## src/rtl/timer_irq_if.sv

```systemverilog
// Data-memory bus bundle between the CPU (master) and the timer peripheral (slave).
interface timer_irq_if;
    logic        MemRd;
    logic        MemWr;
    logic [31:0] Addr;
    logic [31:0] WriteData;
    logic [31:0] ReadData;

    modport master (output MemRd, MemWr, Addr, WriteData, input ReadData);
    modport slave  (input MemRd, MemWr, Addr, WriteData, output ReadData);
endinterface

```

## src/rtl/timer_irq.sv

```systemverilog
// Memory-mapped interval timer: TH reload, TL counter, TCON control, level IRQ on overflow.
// Define TIMER_SYSTICK_EN to add a read-only free-running SYSTICK counter at offset 0x0C.
module timer_irq #(
    parameter logic [31:0] ADDR_BASE = 32'h4000_0000,
    parameter int          PRESCALE  = 1
) (
    input  logic         clk,
    input  logic         reset,
    timer_irq_if.slave   bus,
    output logic         IRQ
);

    localparam logic [7:0] PCNT_LAST = 8'(PRESCALE - 1);

    logic [31:0] th;
    logic [31:0] tl;
    logic        en;
    logic        ie;
    logic        irq_flag;
    logic [7:0]  pcnt;

    logic hit_th, hit_tl, hit_tcon;
    logic tick, overflow;

    assign hit_th   = (bus.Addr == ADDR_BASE);
    assign hit_tl   = (bus.Addr == ADDR_BASE + 32'h4);
    assign hit_tcon = (bus.Addr == ADDR_BASE + 32'h8);

    assign tick     = en && (pcnt == PCNT_LAST);
    assign overflow = (tl == 32'hFFFF_FFFF);

    // NOTE: state registers use non-blocking assignments so every flop samples pre-edge values.
    always_ff @(posedge clk or negedge reset) begin
        if (!reset) begin
            pcnt <= '0;
        end else if (!en || tick) begin
            pcnt <= '0;
        end else begin
            pcnt <= pcnt + 8'd1;
        end
    end

    always_ff @(posedge clk or negedge reset) begin
        if (!reset) begin
            th <= '0;
        end else if (bus.MemWr && hit_th) begin
            th <= bus.WriteData;
        end
    end

    // A bus write to TL beats the tick; reload reads TH before any same-edge TH write lands.
    always_ff @(posedge clk or negedge reset) begin
        if (!reset) begin
            tl <= '0;
        end else if (bus.MemWr && hit_tl) begin
            tl <= bus.WriteData;
        end else if (tick) begin
            tl <= overflow ? th : tl + 32'd1;
        end
    end

    always_ff @(posedge clk or negedge reset) begin
        if (!reset) begin
            en       <= 1'b0;
            ie       <= 1'b0;
            irq_flag <= 1'b0;
        end else begin
            if (bus.MemWr && hit_tcon) begin
                en <= bus.WriteData[0];
                ie <= bus.WriteData[1];
            end
            // Hardware set has priority over the software write-1-to-clear.
            if (tick && overflow && ie) begin
                irq_flag <= 1'b1;
            end else if (bus.MemWr && hit_tcon && bus.WriteData[2]) begin
                irq_flag <= 1'b0;
            end
        end
    end

`ifdef TIMER_SYSTICK_EN
    logic [31:0] systick;
    logic        hit_systick;

    assign hit_systick = (bus.Addr == ADDR_BASE + 32'hC);

    always_ff @(posedge clk or negedge reset) begin
        if (!reset) begin
            systick <= '0;
        end else begin
            systick <= systick + 32'd1;
        end
    end
`endif

    // NOTE: ReadData gets a default before any branch so no latch is inferred.
    always_comb begin
        bus.ReadData = '0;
        if (bus.MemRd) begin
            if (hit_th) begin
                bus.ReadData = th;
            end else if (hit_tl) begin
                bus.ReadData = tl;
            end else if (hit_tcon) begin
                bus.ReadData = {29'd0, irq_flag, ie, en};
            end
`ifdef TIMER_SYSTICK_EN
            else if (hit_systick) begin
                bus.ReadData = systick;
            end
`endif
        end
    end

    assign IRQ = ie & irq_flag;

endmodule

```

## src/flat_wrapper.sv

```systemverilog
// flat-port wrapper written by rule: the top's interface ports become plain ports
module timer_irq_flat 
#(
    parameter logic [31:0] ADDR_BASE = 32'h4000_0000,
    parameter int          PRESCALE  = 1
)
  (clk, reset, IRQ, bus_MemRd, bus_MemWr, bus_Addr, bus_WriteData, bus_ReadData);
  timer_irq_if bus_i ();
  input  logic clk;
  input  logic reset;
  output logic IRQ;
  input wire logic [$bits(bus_i.MemRd)-1:0] bus_MemRd;
  input wire logic [$bits(bus_i.MemWr)-1:0] bus_MemWr;
  input wire logic [$bits(bus_i.Addr)-1:0] bus_Addr;
  input wire logic [$bits(bus_i.WriteData)-1:0] bus_WriteData;
  output wire logic [$bits(bus_i.ReadData)-1:0] bus_ReadData;
  assign bus_i.MemRd = bus_MemRd;
  assign bus_i.MemWr = bus_MemWr;
  assign bus_i.Addr = bus_Addr;
  assign bus_i.WriteData = bus_WriteData;
  assign bus_ReadData = bus_i.ReadData;
  timer_irq #(.ADDR_BASE(ADDR_BASE), .PRESCALE(PRESCALE)) u_core (.clk(clk), .reset(reset), .bus(bus_i), .IRQ(IRQ));
endmodule
```

## config.mk

```make
export PLATFORM = sky130hd
export DESIGN_NAME = timer_irq_flat
export DESIGN_NICKNAME = d
export VERILOG_FILES = /design/src/rtl/timer_irq_if.sv /design/src/rtl/timer_irq.sv /design/src/flat_wrapper.sv
export SDC_FILE = /design/constraint.sdc
export NUM_CORES = 1
export LEC_CHECK = 0
export CORE_ASPECT_RATIO = 1.1
export CORE_MARGIN = 2
export CORE_UTILIZATION = 34
export DETAILED_ROUTE_END_ITERATION = 10
export SETUP_SLACK_MARGIN = 0.02
export SYNTH_ARGS = -nofsm -noshare
export SYNTH_HDL_FRONTEND = slang
export SYNTH_SLANG_ARGS = --single-unit
export TNS_END_PERCENT = 20
```

## constraint.sdc

```tcl
create_clock -name clk -period 3.4 [get_ports clk]
set_input_delay 0.68 -clock clk [delete_from_list [all_inputs] [get_ports clk]]
set_output_delay 0.68 -clock clk [all_outputs]
set_load 0.05 [all_outputs]
```

* After elaboration in Yosys (flattened, before gate mapping)
Cells that the tools add are included.
Cells by class: $add $sub $neg 2, equal/unequal tests 4, muxes and demuxes 10, bitwise gates (word level) 1, reduce and logical (&&, ||, !) cells 12
Operators with widths (count):
- $mux W32 | 6
- $eq A32 B31 Y1 const B | 3
- $add A32 B1 Y32 const B | 1
- $eq A32 B32 Y1 const B | 1
- $add A8 B1 Y8 const B | 1
- $logic_not A8 Y1 | 1
- $mux W8 | 1
- $logic_and A1 B1 Y1 | 7
- $reduce_bool A2 Y1 | 2
- $mux W3 | 1
- $mux W1 | 2
- $and A1 B1 Y1 | 1
- $logic_not A1 Y1 | 1
- $logic_or A1 B1 Y1 | 1
Storage, ports and cells: bits in registers 75, bits of input ports 68, output and inout bits 33, word-level logic and storage cells 35

* Depth between registers and ports, before layout
depth after elaboration 5, mapped depth 10, mapped depth without buffers 8

* Worst setup path after synthesis
Ideal clock, no wire load.
path type input -> output, start in bus_Addr[25], end out bus_ReadData[0], arrival time 3.828 ns, data required time 2.720 ns, slack -1.108 ns, cell stages on the path 5, buffers on the path 0, cell sequence nor4b_1 -> nand4_1 -> nor2_1 -> nand2_1 -> a2111oi_0
Between the ends: word-level cells in the longest chain between the ends 5, elaborated cells between the ends (all ways) 7, those cells by class 3 x eq/ne; 4 x mux
RTL lines:
- start, declared | RTL line flat_wrapper.sv:14 | input wire logic [$bits(bus_i.Addr)-1:0] bus_Addr;
- $eq A32 B31 Y1 | RTL line timer_irq.sv:27 | assign hit_tcon = (bus.Addr == ADDR_BASE + 32'h8);
- $mux W3 | RTL line timer_irq.sv:104 | end else if (hit_tcon) begin
- $mux W32 | RTL line timer_irq.sv:102 | end else if (hit_tl) begin
- $mux W32 * | RTL line timer_irq.sv:100 | if (hit_th) begin
- $mux W32 * | RTL line timer_irq.sv:99 | if (bus.MemRd) begin
- end, declared | RTL line flat_wrapper.sv:16 | output wire logic [$bits(bus_i.ReadData)-1:0] bus_ReadData;
Mark *: on every way between the ends. The rest lies on a longest branch, timed or not.

* Worst setup path in the final report
start in bus_Addr[0], end out bus_ReadData[12]
Between the ends: word-level cells in the longest chain between the ends 4, elaborated cells between the ends (all ways) 5, those cells by class 2 x eq/ne; 3 x mux
RTL lines:
- $eq A32 B31 Y1 | RTL line timer_irq.sv:26 | assign hit_tl = (bus.Addr == ADDR_BASE + 32'h4);
- $mux W32 | RTL line timer_irq.sv:102
- $mux W32 * | RTL line timer_irq.sv:100
- $mux W32 * | RTL line timer_irq.sv:99
Marks and branches as above.

==> qor.csv <==
stage,metric,value,unit
timing,Fin. Hold Viols,0,
place,placed inst area,0.006291,mm2
power,Sw Pwr,0.4461,mW
worst_setup_path,Startpoint Class,input pin,
global_route,initial antenna violation count,0,
power,VDD IR max,0.0002394,V
finish,Fillers,1246,
finish,diode count,0,
finish,Layout Nets,685,
clock_tree,clock input transition at the sequential cells of the worst setup and hold paths,0.06,ns
global_route,vias in the first global route,4533,
route,# DRC,0,
finish,"Non-Filler Cell Area, Final",0.007029,mm2
timing,final period utilization,99.78,%
worst_setup_path,CP peak stage delay,0.33,ns
logic_synthesis,#FFs+latches synth,75,
global_route,M2 GR Usage,32.97,%
place,port buffer count,100,
finish,Synth-to-Final Area Change,48.35,%
logic_synthesis,synthesized cell area,0.004738,mm2
floorplanning,chip width,116.6,um
clock_tree,CTS tree,built,
floorplanning,Rows,45,
worst_setup_path,"most used cell, CP",buf_4,
power,PD cells,292.4,mW/mm2
finish,layout cells sized above 1,28.43,%
logic_synthesis,Syn. warnings,0,
worst_setup_path,critical path peak fanout,8,
logic_synthesis,Mapped Nets,581,
worst_setup_path,Worst Setup End Kind,output port,
worst_setup_path,CP max stage cell,nor4_2,
hold_path,Hold Crit Class,input pin to async pin,
worst_setup_path,"Cell Chain, Critical Path","dlygate4sd2_1, nor4_2, nand4_1, buf_4, nor4_4, buf_4, buf_8, a22oi_1, nor2b_2, buf_12",
place,GPL Wtd Cong,0.8186,
global_route,GRT Total Usage,20.09,%
worst_setup_path,critical path required time,2.72,ns
place,Place WS,-0.1536,ns
floorplanning,full die area,0.01490,mm2
logic_synthesis,Netlist cell types,59,
clock_tree,Num Clock Sinks,75,
route,Detailed Route WL,15.77,mm
logic_synthesis,post-synthesis sequential area ratio,39.61,%
power,"Power, Total",2.055,mW
run_status,status,finished clean,
power,combinational share of power,6.3,%
clock_tree,# hold bufs at CTS,0,
clock_tree,CTS root buffer,clkbuf_16,
global_route,GR Layer Usage met3,4.113,%
timing,Setup Skew,0.007792,ns
timing,worst-margin pin slew,0.9836,ns
timing,Final Slew Violations,0,
route,DR iter-0 viols,312,
logic_synthesis,asr flop ratio synth,100.0,%
route,vias per inst,5.597,
logic_synthesis,"EDFF count, synth",0,
power,total internal power,1.609,mW
worst_setup_path,CP Class,input pin to output port,
timing,final setup violation count,0,
route,via count,4517,
floorplanning,Initial Util,34.49,%
timing,fmax,294.8,MHz
timing,min Tclk post-route,3.392,ns
place,DP HPWL,10.00,mm
clock_tree,Worst-Skew Late Latency,0.34,ns
timing,Final WS setup,0.007564,ns
power,Lkg Pwr,2.820,nW
timing,max_slew headroom,34.43,%
floorplanning,CORE AREA,0.01374,mm2
power,clock network fraction of total power,50.2,%
global_route,first-pass GRT wire length,23.62,mm
logic_synthesis,ys flop type,dfrtp_1,
global_route,pin count of the biggest net entering global routing,76,
worst_setup_path,CP Data Arrival Time,2.71,ns
global_route,total gr overflow,0,
power,sw frac,21.70,%
clock_tree,H-tree levels,3,
logic_synthesis,Syn Inst Count,510,
timing,final setup TNS,0,ns
job,max-cap viol count,0,
route,Routed Antenna Nets,0,
floorplanning,Die Y,127.8,um
logic_synthesis,"Avg Cell Area, Syn",9.291,um2
floorplanning,total I/O pin count,101,
clock_tree,CTS buffer count,9,
route,first-pass iteration count of the detailed router,5,
global_route,gr busiest metal,met2,
global_route,met1 Use GR,26.46,%
clock_tree,Bufs on Longest Clock Path,2,
power,Seq pwr share,43.4,%
route,drt wl/cell,19.54,um
timing,WHS,0.4621,ns
## state kept, by name, indices dropped and copies added (netlist names)
| signal | count |
|---|---|
| u_core.th | 32 |
| u_core.tl | 32 |
| u_core.pcnt | 8 |
| u_core.en | 1 |
| u_core.ie | 1 |
| u_core.irq_flag | 1 |
## critical path, delay by kind of cell
kind / cells / cell delay (ns)
AO/OA/AOI/OAI: 1 / 0.09
AND/OR/NAND/NOR: 4 / 0.95
buffers and inverters: 5 / 0.98
## synthesized netlist by cell type, drive strengths merged (5+ instances only)
cell type / instances / area, um2
a21o: 6 / 45.04
a31oi: 6 / 37.54
inv: 5 / 18.77
clkbuf: 15 / 57.55
a21oi: 22 / 110.1
xnor2: 5 / 43.79
a211oi: 9 / 67.56
nor4: 16 / 118.9
nor3: 14 / 75.07
nand4: 18 / 142.6
and4: 10 / 87.58
o21ai: 23 / 118.9
nor2: 34 / 130.1
a22oi: 29 / 217.7
xor2: 10 / 87.58
mux2i: 9 / 90.09
buf: 20 / 150.1
mux2: 35 / 394.1
and3: 5 / 31.28
nand3: 23 / 120.1
nand2: 51 / 201.5
dfrtp: 75 / 1877
nor2b: 32 / 200.2
## final timing paths
kind	startpoint	end	slack [ns]	cells after the start
worst min-delay path	reset	u_core.pcnt[3]$_DFF_PN0_	0.46	1
min in group clk	u_core.th[28]$_DFFE_PN0P_	u_core.th[28]$_DFFE_PN0P_	0.53	1
worst max-delay path	bus_Addr[0]	bus_ReadData[12]	0.008	10
max in group asynchronous	reset	u_core.th[15]$_DFFE_PN0P_	2.26	1
worst min register to register	u_core.th[28]$_DFFE_PN0P_	u_core.th[28]$_DFFE_PN0P_	0.53	1
worst max register to register	u_core.tl[0]$_DFFE_PN0P_	u_core.tl[30]$_DFFE_PN0P_	0.61	8
## stage by stage
stage,utilization (%),cells
after floorplan,-,510
after global placement,45.79,782
after detailed placement,45.79,782
after CTS,48.52,800
after global routing,51.17,807
final,51.17,807
## layout by cell type, fill, tap and decap left out, types with 3 or more instances in the layout
cell             count
nand2_1             48
and4_1              10
clkinvlp_4           3
a2111oi_4            3
dlymetal6s2s_1      11
clkdlybuf4s50_1     55
buf_4               17
a21o_1               6
buf_6                4
nor3_1              13
a22oi_1             18
a22oi_2             11
inv_1                5
nand4_1             16
a21oi_1             22
and2_1               4
dfrtp_1             75
nor2_1              33
nor4_1               8
and3_1               5
o21ai_0             20
clkbuf_16           15
a211oi_1             9
mux2_2              35
a31oi_1              6
nor2b_2             29
mux2i_1              9
ha_1                 3
o31ai_1              3
xor2_1              10
xnor2_1              5
nor4_2               6
buf_12              33
nand3_1             22
o211ai_1             4
## routing by layer
metal,routed length (um),up-vias
met5,0,-
met4,374,0
met3,955,31
met2,7678,178
met1,6760,2210
li1,-,2098
## cell families (layout without fill, tap and decap cells)
family                   after synthesis  count (layout)  share of synthesized area, %
AND/OR/NAND/NOR                      215             215                         25.32
XOR/XNOR                              15              15                         2.773
buffers and inverters                 41             150                         4.858
adder cells (fa/ha/maj)                3               3                        0.7923
AO/OA/AOI/OAI                        117             117                         16.43
multiplexers                          44              44                         10.22
flip-flops                            75              75                         39.61
## power groups by stage
stage | clock (mW) | sequential, mW | combinational, mW
2_1_floorplan | 0 | 0.909 | 0.0123
3_3_place_gp | 0 | 0.909 | 0.125
3_5_place_dp | 0 | 0.909 | 0.126
4_1_cts | 1.04 | 0.892 | 0.129
5_1_grt | 1.07 | 0.892 | 0.139
6_report | 1.03 | 0.892 | 0.130
## what timing repair did
item / in CTS / in global routing
endpoints found under the setup margin: 32 / 32
cloned: 0 / 6
pin swaps: 3 / 9
setup buffers: 2 / 3
gates resized for setup: 10 / 59
## layout make-up
type / count / area (um2) / area share (%)
Multi-Input combinational cell: 394 / 2882 / 40.99
Sequential cell: 75 / 1877 / 26.70
Timing Repair Buffer: 128 / 1695 / 24.12
Tap cell: 188 / 235.2 / 3.346
Clock buffer: 9 / 225.2 / 3.204
Clock inverter: 7 / 92.59 / 1.317
Inverter: 6 / 22.52 / 0.3204
(Power assumes the default switching activity.)
